<file path="src/rtl/wave_phase_ctrl.sv">
// Phase generator for the quarter-wave sine DAC stage: sample-rate prescaler plus
// fractional phase accumulator, with reconfiguration deferred to a phase wrap.
module wave_phase_ctrl #(
  parameter int unsigned ACC_BITS = 24,
  parameter int unsigned INDEX_BITS = 9,
  parameter int unsigned DIV_BITS = 16,
  parameter logic [ACC_BITS-1:0] DEFAULT_STEP = 24'h008000,
  parameter logic [DIV_BITS-1:0] DEFAULT_DIV = '0
) (
  input  logic                  clk,
  input  logic                  rst,
  input  logic                  enable,
  input  logic                  cfg_valid,
  output logic                  cfg_ready,
  input  logic [ACC_BITS-1:0]   cfg_step,
  input  logic [DIV_BITS-1:0]   cfg_div,
  output logic [INDEX_BITS-1:0] sample_index,
  output logic                  sample_tick,
  output logic                  cycle_wrap
);

  typedef enum logic {CFG_OPEN, CFG_HELD} cfg_state_t;

  cfg_state_t            state_q, state_d;
  logic [ACC_BITS-1:0]   acc_q, acc_d;
  logic [DIV_BITS-1:0]   prescaler_q, prescaler_d;
  logic [ACC_BITS-1:0]   step_active_q, step_active_d;
  logic [DIV_BITS-1:0]   div_active_q, div_active_d;
  logic [ACC_BITS-1:0]   step_pend_q, step_pend_d;
  logic [DIV_BITS-1:0]   div_pend_q, div_pend_d;
  logic                  tick_q, tick_d;
  logic                  wrap_q, wrap_d;
  logic                  tick;
  logic [ACC_BITS:0]     sum;

  always_ff @(posedge clk or posedge rst) begin
    if (rst) begin
      state_q       <= CFG_OPEN;
      acc_q         <= '0;
      prescaler_q   <= '0;
      step_active_q <= DEFAULT_STEP;
      div_active_q  <= DEFAULT_DIV;
      step_pend_q   <= '0;
      div_pend_q    <= '0;
      tick_q        <= 1'b0;
      wrap_q        <= 1'b0;
    end else begin
      state_q       <= state_d;
      acc_q         <= acc_d;
      prescaler_q   <= prescaler_d;
      step_active_q <= step_active_d;
      div_active_q  <= div_active_d;
      step_pend_q   <= step_pend_d;
      div_pend_q    <= div_pend_d;
      tick_q        <= tick_d;
      wrap_q        <= wrap_d;
    end
  end

  always_comb begin
    state_d       = state_q;
    acc_d         = acc_q;
    prescaler_d   = prescaler_q;
    step_active_d = step_active_q;
    div_active_d  = div_active_q;
    step_pend_d   = step_pend_q;
    div_pend_d    = div_pend_q;
    tick_d        = 1'b0;
    wrap_d        = 1'b0;

    tick = enable && (prescaler_q == div_active_q);
    sum  = {1'b0, acc_q} + {1'b0, step_active_q};

    if (enable) begin
      prescaler_d = tick ? '0 : prescaler_q + 1'b1;
    end
    if (tick) begin
      acc_d  = sum[ACC_BITS-1:0];
      tick_d = 1'b1;
      wrap_d = sum[ACC_BITS];
    end

    // The carrying add above still uses the old step; the new settings take
    // over from the following tick period, restarted from a zero prescaler.
    case (state_q)
      CFG_OPEN: begin
        if (cfg_valid) begin
          step_pend_d = cfg_step;
          div_pend_d  = cfg_div;
          state_d     = CFG_HELD;
        end
      end
      CFG_HELD: begin
        if (!enable || (tick && sum[ACC_BITS])) begin
          step_active_d = step_pend_q;
          div_active_d  = div_pend_q;
          prescaler_d   = '0;
          state_d       = CFG_OPEN;
        end
      end
      default: state_d = CFG_OPEN;
    endcase
  end

  assign cfg_ready    = (state_q == CFG_OPEN);
  assign sample_index = acc_q[ACC_BITS-1 -: INDEX_BITS];
  assign sample_tick  = tick_q;
  assign cycle_wrap   = wrap_q;

endmodule

</file>
<file path="config.mk">
export PLATFORM = sky130hd
export DESIGN_NAME = wave_phase_ctrl
export DESIGN_NICKNAME = d
export VERILOG_FILES = /design/src/rtl/wave_phase_ctrl.sv
export SDC_FILE = /design/constraint.sdc
export NUM_CORES = 1
export LEC_CHECK = 0
export ABC_CLOCK_PERIOD_IN_PS = 5300
export BUFFER_PORTS_ARGS = -buffer_cell sky130_fd_sc_hd__buf_4
export CAP_MARGIN = 20
export CORE_ASPECT_RATIO = 0.6
export CORE_MARGIN = 2
export CORE_UTILIZATION = 52
export DETAILED_ROUTE_END_ITERATION = 10
export PLACE_DENSITY = 0.71
export SLEW_MARGIN = 0
export SYNTH_ARGS = -nofsm -noshare
export SYNTH_HDL_FRONTEND = slang
export SYNTH_SLANG_ARGS = --single-unit
export TNS_END_PERCENT = 1
</file>
<file path="constraint.sdc">
create_clock -name clk -period 5.3 [get_ports clk]
set_input_delay 0.53 -clock clk [delete_from_list [all_inputs] [get_ports clk]]
set_output_delay 0.53 -clock clk [all_outputs]
set_load 0.01 [all_outputs]
</file>
==> impl_results.md, run 1 <==
- Synth area leaders: dfrtp_1, mux2_4, mux2_2, xor2_1, ha_1
- Final Core Density: 0.6276
- Largest net degree at the start of global routing: 74
- CTS Buffer Depth: 2
- Average size of a mapped cell: approximately 12 sq um
- Synth area leader: dfrtp_1
- Period utilization: 0.6594
- Switching Share: 0.2855
- # rows: 31
- Met3 global-route usage: 0.05178
- DP Area: a little under 7000 sq um
- Total Routed Length: between 10000 and 15000 um
- Die Area: about 13000 sq um
- Pins Over Slew Limit: 0
- Max_slew headroom: 0.3769
- CP arrival: between 3000 and 4000 ps
- Power share of the combinational group: 0.267
- RSZ-0062 raised after global routing: false
- Number of synthesized register bits: 123
- Starting density of the core: 0.5337
- Most used routing layer: met1
- Layout Skew: slightly above 7 ps
- Critical path fanouts, max: 27
- Max stage delay on crit path: between 700 and 800 ps
- Worst-Skew Late Latency: 410 ps
- Cell-by-cell listing of the critical path: ha_1 -> and3_1 -> and2_4 -> nand3_4 -> o211ai_4 -> nand4b_4 -> a41oi_4 -> buf_4 -> mux2_4
- Worst Max-Slew Pin Slew: slightly above 900 ps
- DR vias: 4216
- NetSw: between 1 and 1.5 mW
- Post-CTS Resized: 0
- Share of layout cells above drive strength 1: 0.3065
- Global routing met1 resource utilization: 0.3207
- Post-Synthesis Cells: 536
- Worst VDD drop: 250.7 uV
- Die width: approximately 150 um
- Total Nets Final: between 600 and 700
- Register area: 3079 sq um
- Pwr Density: approximately 500 nW/um^2
- Total power: approximately 3.8 mW
- Crit-path slowest cell: a41oi_4
- EDFF count, synth: 0
- # fillers: 928
- Data required, critical path: roughly 5600 ps
- Multi-input logic area: approximately 3100 sq um
- H-tree depth: 4
- Hold-fix buffers, CTS: 0
- Post-synth ARST share: 1.000
- Fmax: between 200 and 300 MHz
- Post-synth top area share: 0.4742
- CORE AREA: 12060 sq um
- Class of the worst hold path: input port to async pin
- Startpoint types: flop
- Gr usage total: 0.2121
- Lkg Pwr: about 3.5 nW
- Post-synth top cells: dfrtp_1, nand2_1, mux2_2, mux2_4, xor2_1
- Final Critical Period: between 3000 and 4000 ps
- Number of iterations in the first detailed-routing pass: 4
- Distinct cell type count after synthesis: 55
- IO Pins: between 50 and 60
- GRT met2 Usage: 0.3012
- Vias in the first global route: 4350
- Syn. warnings: 0
- Reg clk slew, reported paths: approximately 50 ps
- Count leader, synth: dfrtp_1
- Final Setup Violations: 0
- Syn nets: 606
- GRT overflow: 0
- Clock Root Buffer: clkbuf_16
- Setup TNS: 0 ps
- Sequential Power Share: 0.369
- IO buf count: 55
- Top_reg_cell synth: dfrtp_1
- Cell-internal power: roughly 2.7 mW
- Post-route cell area: ~7600 sq um
- CTS buffer count: 17
- Critical path class: flop to flop
- DP HPWL: between 9000 and 10000 um
- Clk sinks: 123
- Vias per inst: about 5.5
- # diodes: 0
- Area grow syn2layout: 17.61%
- Sequential-to-total area share from yosys stat: 0.4783
- Final hold violations: 0
- Area of the mapped netlist: around 6400 sq um
- Routed Antenna Nets: 0
- Antenna violations before repair: 0
- Die Ht: around 90 um
- First-pass GRT wire length: ~22000 um
- Max Cap Violations: 0
- RePlAce Congestion: a little over 0.9
- Wire per inst: between 15 and 20 um
- Status: finished clean
- Initial DRC count: 386
- CTS tree: built
- Crit end category: flop
- Clk pwr share: 0.364
- DR DRC count: 0
- Reg2reg setup slack: ~1800 ps
- Setup Buffers After CTS: 0
logic make-up (layout without fill, tap and decap cells):
group           count (synthesis)  in the layout  synth area share
flops                         123            123            0.4783
simple gates                  120            120           0.09213
xor+xnor                       50             50           0.06803
fa+ha+maj                      26             26           0.05170
compound gates                 99             99            0.1036
mux                            83             83            0.1685
buf+inv                        35             96           0.03771
per-stage QoR:
step | hold WS, ps | instances | setup slack [ps]
2_1_floorplan | 455.1 | 536 | 1501
3_3_place_gp | 470.4 | 730 | 1926
3_5_place_dp | 481.7 | 730 | 1784
4_1_cts | 333.8 | 762 | 1784
5_1_grt | 340.6 | 762 | 1606
6_report | 291.3 | 762 | 1805
sequential cells by signal, indices dropped and copies added, names as in the netlist:
signal         cells
acc_q             24
cycle_wrap         1
div_active_q      16
div_pend_q        16
prescaler_q       16
sample_tick        1
state_q            1
step_active_q     24
step_pend_q       24
metal layers:
metal | part of all wire | up-vias
met1 | 0.50 | 2094
met3 | 0.056 | 15
met5 | 0 | -
met4 | 0.011 | 0
li1 | - | 1992
met2 | 0.43 | 115
final timing paths:
check                              endpoint  cells after the start         startpoint
min in group clk              div_pend_q[3]                      2         cfg_div[3]
max reg2reg                div_active_q[13]                      9  step_active_q[12]
max in group asynchronous         acc_q[16]                      3                rst
max                        div_active_q[13]                      9  step_active_q[12]
min reg2reg                        acc_q[8]                      2           acc_q[8]
min                          div_pend_q[10]                      2                rst
power groups by stage:
stage | sequential (mW) | clock [mW] | combinational [mW]
after detailed placement | 1.39 | 0 | 0.991
final | 1.39 | 1.36 | 1.00
after global placement | 1.38 | 0 | 0.961
after CTS | 1.38 | 1.38 | 1.00
after global routing | 1.42 | 1.43 | 1.11
after floorplan | 1.32 | 0 | 0.832
area by class of cell:
| class | count | area share |
|---|---|---|
| multi-input cells | 378 | 0.4125 |
| flip-flops and latches | 123 | 0.4067 |
| clock buffers | 21 | 0.06082 |
| repair buffers | 59 | 0.05850 |
| clock inverters | 11 | 0.03140 |
| well taps | 165 | 0.02727 |
| inverters | 5 | 0.002809 |
placed cells by master, fill, tap and decap left out, drive strengths merged, types with 2 or more instances in the layout:
| cell type | count |
|---|---|
| clkbuf | 21 |
| xnor2 | 13 |
| nand3 | 14 |
| a21o | 9 |
| a31oi | 4 |
| and2 | 4 |
| o211ai | 4 |
| o31a | 2 |
| nand4 | 3 |
| a21oi | 21 |
| xor2 | 37 |
| a221o | 2 |
| nor4 | 4 |
| nand2 | 47 |
| nand4b | 2 |
| mux2 | 83 |
| o31ai | 3 |
| a211oi | 7 |
| o21a | 2 |
| and3 | 10 |
| dfrtp | 122 |
| clkinv | 3 |
| nor2 | 28 |
| o21ai | 34 |
| nor3 | 3 |
| ha | 25 |
| o21bai | 3 |
| bufinv | 7 |
| buf | 59 |
| a21boi | 2 |
| inv | 6 |
| nor2b | 3 |
critical path: cells and delay by family, from the launching register on:
family                     cells  cell delay (ps)
AOI/OAI and AO/OA              2             1010
and+or+nand+nor                4              630
buffers and inverters          1              590
adders and majority gates      1              400
DFF                            1              380
muxes                          1              340
(Power assumes the default switching activity.)
==> inputs of run 2 (changes only) <==
--- a/config.mk
+++ b/config.mk
@@ -5,14 +5,14 @@
 export SDC_FILE = /design/constraint.sdc
 export NUM_CORES = 1
 export LEC_CHECK = 0
-export ABC_CLOCK_PERIOD_IN_PS = 5300
+export ABC_CLOCK_PERIOD_IN_PS = 3150
 export BUFFER_PORTS_ARGS = -buffer_cell sky130_fd_sc_hd__buf_4
 export CAP_MARGIN = 20
 export CORE_ASPECT_RATIO = 0.6
 export CORE_MARGIN = 2
 export CORE_UTILIZATION = 52
 export DETAILED_ROUTE_END_ITERATION = 10
-export PLACE_DENSITY = 0.71
+export PLACE_DENSITY = 0.74
 export SLEW_MARGIN = 0
 export SYNTH_ARGS = -nofsm -noshare
 export SYNTH_HDL_FRONTEND = slang
==> constraint.sdc (replaced) <==
create_clock -name clk -period 3.15 [get_ports clk]
set_input_delay 0.315 -clock clk [delete_from_list [all_inputs] [get_ports clk]]
set_output_delay 0.315 -clock clk [all_outputs]
set_load 0.01 [all_outputs]
==> impl_results.md, run 2 (same netlist as run 1, synthesis figures left out) <==
- GRT overflow: 0
- Setup Buffers After CTS: 0
- Total power: ~6.0 mW
- Final hold violations: 0
- Routed Antenna Nets: 0
- Total Routed Length: between 10000 and 15000 um
- Max_slew headroom: 0.3122
- CP arrival: 3300 ps
- Pins Over Slew Limit: 0
- Clock Root Buffer: clkbuf_16
- Final worst slack: about 140 ps
- Post-route cell area: around 7500 sq um
- Lkg Pwr: 3.506 nW
- Worst VDD drop: roughly 360 uV
- Largest net degree at the start of global routing: 112
- Wire per inst: 16.89 um
- Share of layout cells above drive strength 1: 0.3128
- Startpoint types: flop
- Vias per inst: around 5.4
- Initial DRC count: 210
- IO buf count: 55
- CTS Buffer Depth: 2
- Data required, critical path: between 3000 and 4000 ps
- Hold-fix buffers, CTS: 1
- Period utilization: 0.9566
- Die Ht: roughly 90 um
- Gr usage total: 0.2079
- Area grow syn2layout: 17.10%
- Reg2reg setup slack: around 140 ps
- IO Pins: 56
- Class of the worst hold path: input port to flop
- Critical path fanouts, max: 21
- Dpl ws: roughly 140 ps
- RePlAce Congestion: between 0.8 and 0.9
- H-tree depth: 4
- First-pass GRT wire length: around 22000 um
- Number of iterations in the first detailed-routing pass: 5
- Final Setup Violations: 0
- CTS tree: built
- CTS buffer count: 17
- Vias in the first global route: between 4000 and 5000
- DR vias: 4134
- Starting density of the core: 0.5337
- CP Buf/Inv Count: 1
- CORE AREA: roughly 12000 sq um
- # diodes: 0
- DP Area: just under 7000 sq um
- RSZ-0062 raised after global routing: false
- Post-CTS Resized: 0
- Die Area: 13310 sq um
- Largest registers: acc_q x24, step_active_q x24, step_pend_q x24
- Clk sinks: 123
- Cell-by-cell listing of the critical path: ha_1 -> fa_1 -> a211oi_2 -> nor2_2 -> a211oi_4 -> o211ai_4 -> nand4b_4 -> a41oi_4 -> buf_12 -> mux2_4
- DR DRC count: 0
- Setup TNS: 0 ps
- Fmax: between 300 and 400 MHz
- Worst-Skew Late Latency: approximately 410 ps
- Crit end category: flop
- Die width: between 100 and 150 um
- # rows: 31
- Layout Skew: 8.906 ps
- CP delay by family, top: compound AO/OA/AOI/OAI gates
- Status: finished clean
- Antenna violations before repair: 0
- Max Cap Violations: 0
- Worst Max-Slew Pin Slew: between 1000 and 1500 ps
- Pwr Density: 790.7 nW/um^2
- Reg clk slew, reported paths: around 60 ps
- Critical path class: flop to flop
- Commonest non-fill, non-tap cell in the layout: dfrtp_1
- Max stage delay on crit path: around 450 ps
- Total Nets Final: ~660
- Final Critical Period: around 3000 ps
- DP HPWL: ~9100 um
- Crit-path slowest cell: fa_1
- Commonest cells after routing, fill and taps aside: dfrtp_1, buf_4, nand2_1, mux2_2, mux2_4
## run 2: changes by cell type in the layout (fill, tap and decap cells not counted), moves of 2 or more
cell / previous run / this run
bufinv_16: 7 / 2
buf_12: 0 / 3
clkbuf_1: 2 / 0
clkinv_4: 1 / 3
clkinvlp_4: 0 / 4
## run 2: path summary, 6_finish.rpt
| check | start | endpoint | cells after the start |
|---|---|---|---|
| min | cfg_div[12] | div_pend_q[12] | 2 |
| min in group asynchronous | rst | div_pend_q[11] | 3 |
| min reg2reg | acc_q[7] | acc_q[7] | 2 |
| max | acc_q[0] | div_active_q[5] | 10 |
| max reg2reg | acc_q[0] | div_active_q[5] | 10 |
| max in group asynchronous | rst | acc_q[1] | 4 |
## run 2: per-stage QoR
| step | hold slack (ps) | util | instances |
|---|---|---|---|
| finish | 136.2 | 0.6249 | 766 |
| global route | 117.6 | 0.6249 | 766 |
| CTS | 125.0 | 0.6249 | 766 |
| detailed placement | 296.7 | 0.5748 | 733 |
| global placement | 295.4 | 0.5748 | 733 |
| floorplan | 455.1 | - | 536 |
## run 2: power by group
group | internal [mW] | switching (mW)
registers | 2.00 | 0.322
logic | 0.916 | 0.787
clock network | 1.21 | 0.726
total | 4.13 | 1.84
## run 2: final cells by class
class | instances | area [sq um]
clock buffer | 19 | 452.9
fill | 945 | 4524
sequential | 123 | 3079
clock inverter | 13 | 141.4
inverter | 5 | 22.52
multi-input combinational | 378 | 3123
timing repair buffer | 63 | 513.0
tap | 165 | 206.4
## run 2: layer usage
metal,track usage,vias up,part of all wire
met5,0,-,0
met4,0.05128,0,0.0070
met3,0.05838,10,0.050
met2,0.2919,97,0.42
met1,0.3165,2024,0.52
li1,-,2003,-
==> inputs of run 3 (changes only) <==
--- a/config.mk
+++ b/config.mk
@@ -6,7 +6,7 @@
 export NUM_CORES = 1
 export LEC_CHECK = 0
 export ABC_CLOCK_PERIOD_IN_PS = 3150
-export BUFFER_PORTS_ARGS = -buffer_cell sky130_fd_sc_hd__buf_4
+export BUFFER_PORTS_ARGS = -buffer_cell sky130_fd_sc_hd__buf_2
 export CAP_MARGIN = 20
 export CORE_ASPECT_RATIO = 0.6
 export CORE_MARGIN = 2
==> impl_results.md, run 3 (same netlist as run 1, synthesis figures left out) <==
- Status: finished clean
- Cell-internal power: between 4 and 5 mW
- Worst-Skew Late Latency: roughly 420 ps
- # diodes: 0
- Clk pwr share: 0.324
- Total Nets Final: ~660
- First-pass GRT wire length: approximately 22000 um
- Gr usage total: 0.2159
- Lkg Pwr: 3.459 nW
- Cell-by-cell listing of the critical path: ha_1 -> fa_1 -> a211oi_2 -> nor2_2 -> a211oi_4 -> o211ai_4 -> nand4b_4 -> a41oi_4 -> buf_12 -> mux2_4
- Wire per inst: between 15 and 20 um
- Share of layout cells above drive strength 1: 0.3128
- Worst VDD drop: roughly 360 uV
- Critical path class: flop to flop
- Worst Max-Slew Pin Slew: ~960 ps
- CP arrival: between 3000 and 4000 ps
- Worst hold margin: about 120 ps
- Crit end category: flop
- CTS Buffer Depth: 2
- IO Pins: 56
- Total Routed Length: approximately 13000 um
- DR DRC count: 0
- Class of the worst hold path: input port to flop
- Layout Skew: between 8 and 9 ps
- Final std cells w/o fill: ~770
- Largest net degree at the start of global routing: 55
- Vias per inst: 5.501
- Die Area: ~13000 sq um
- Hold-fix buffers, CTS: 1
- Antenna violations before repair: 0
- DR vias: about 4200
- CORE AREA: approximately 12000 sq um
- Setup TNS: 0 ps
- Pins Over Slew Limit: 0
- Commonest non-fill, non-tap cell in the layout: dfrtp_1
- CTS buffer count: 17
- Sequential Power Share: 0.392
- Max_slew headroom: 0.3580
- RSZ-0062 raised after global routing: false
- Final Critical Period: slightly below 3000 ps
- GRT overflow: 0
- Post-CTS Resized: 0
- Die width: about 150 um
- Clk sinks: 123
- Startpoint types: flop
- Post-route cell area: about 7400 sq um
- Total power: roughly 5.9 mW
- # fillers: 949
- Starting density of the core: 0.5337
- Number of iterations in the first detailed-routing pass: 5
- Vias in the first global route: roughly 4300
- Fmax: about 340 MHz
- Crit-path slowest cell: fa_1
- # rows: 31
- Setup Buffers After CTS: 0
- Pwr Density: between 800 and 900 nW/um^2
- DP HPWL: 9490 um
- Max stage delay on crit path: roughly 450 ps
- Die Ht: about 90 um
- Final Setup Violations: 0
- Clock Root Buffer: clkbuf_16
- Placed cells: 733
- Data required, critical path: 3460 ps
- Period utilization: 0.9240
- Final hold violations: 0
- H-tree depth: 4
- NetSw: about 1.9 mW
- Reg clk slew, reported paths: ~60 ps
- Area grow syn2layout: 14.62%
- DP Area: between 6000 and 7000 sq um
- Critical path fanouts, max: 33
- CTS tree: built
- Routed Antenna Nets: 0
- RePlAce Congestion: ~0.88
- Commonest cells after routing, fill and taps aside: dfrtp_1, buf_2, nand2_1, mux2_2, mux2_4
- Power share of the combinational group: 0.284
- Initial DRC count: approximately 300
- Switching Share: 0.3131
- IO buf count: 55
- Max Cap Violations: 0
- Largest registers: acc_q x24, step_active_q x24, step_pend_q x24
run 3: cell types whose count changed in the layout (fill, tap and decap cells not counted):
cell        previous run  this run
buf_2                  0        55
buf_4                 59         5
buf_12                 3         2
clkbuf_8               2         1
clkinv_2               3         4
clkinv_4               3         2
clkinvlp_4             4         5
run 3: metrics by stage:
step / worst slack [ps] / utilization
after global placement: 347.7 / 0.5624
final: 239.5 / 0.6117
after floorplan: 429.7 / -
after CTS: 242.2 / 0.6117
after detailed placement: 263.3 / 0.5624
after global routing: 129.6 / 0.6117
run 3: worst max-delay path, delay by kind of cell (launching register included):
kind            cells  cell delay [ps]
compound gates      4              920
fa+ha+maj           2              680
flops               1              380
mux                 1              330
simple gates        2              230
buf+inv             1              230
run 3: per-layer routing:
| layer | share of wire | global-route usage | wire length, um |
|---|---|---|---|
| met4 | 0.013 | 0.06971 | 167 |
| met3 | 0.056 | 0.05584 | 739 |
| met2 | 0.43 | 0.3035 | 5662 |
| met5 | 0 | 0 | 0 |
| met1 | 0.50 | 0.3250 | 6640 |
run 3: worst paths after layout:
path | start | to | depth (start not counted) | slack, ps
setup / recovery | acc_q[0] | step_active_q[2] | 10 | 240
hold / removal | cfg_div[3] | div_pend_q[3] | 2 | 120
setup reg to reg | acc_q[0] | step_active_q[2] | 10 | 240
hold reg to reg | acc_q[3] | acc_q[3] | 2 | 500
max in group asynchronous | rst | acc_q[23] | 4 | 1700
min in group asynchronous | rst | div_pend_q[1] | 3 | 480
run 3: cell type report:
class | instances | area [sq um] | share of cell area
clock buffers | 18 | 439.2 | 0.05952
clock inverters | 14 | 145.1 | 0.01967
inverters | 5 | 22.52 | 0.003052
multi-input cells | 378 | 3123 | 0.4233
flip-flops and latches | 123 | 3079 | 0.4173
well taps | 165 | 206.4 | 0.02798
repair buffers | 63 | 362.8 | 0.04918
run 3: power by group through the flow:
stage	combinational [mW]	sequential (mW)	clock (mW)
6_report	1.68	2.32	1.92
3_3_place_gp	1.59	2.33	0
5_1_grt	1.85	2.38	2.03
2_1_floorplan	1.40	2.22	0
3_5_place_dp	1.67	2.34	0
4_1_cts	1.68	2.33	1.95
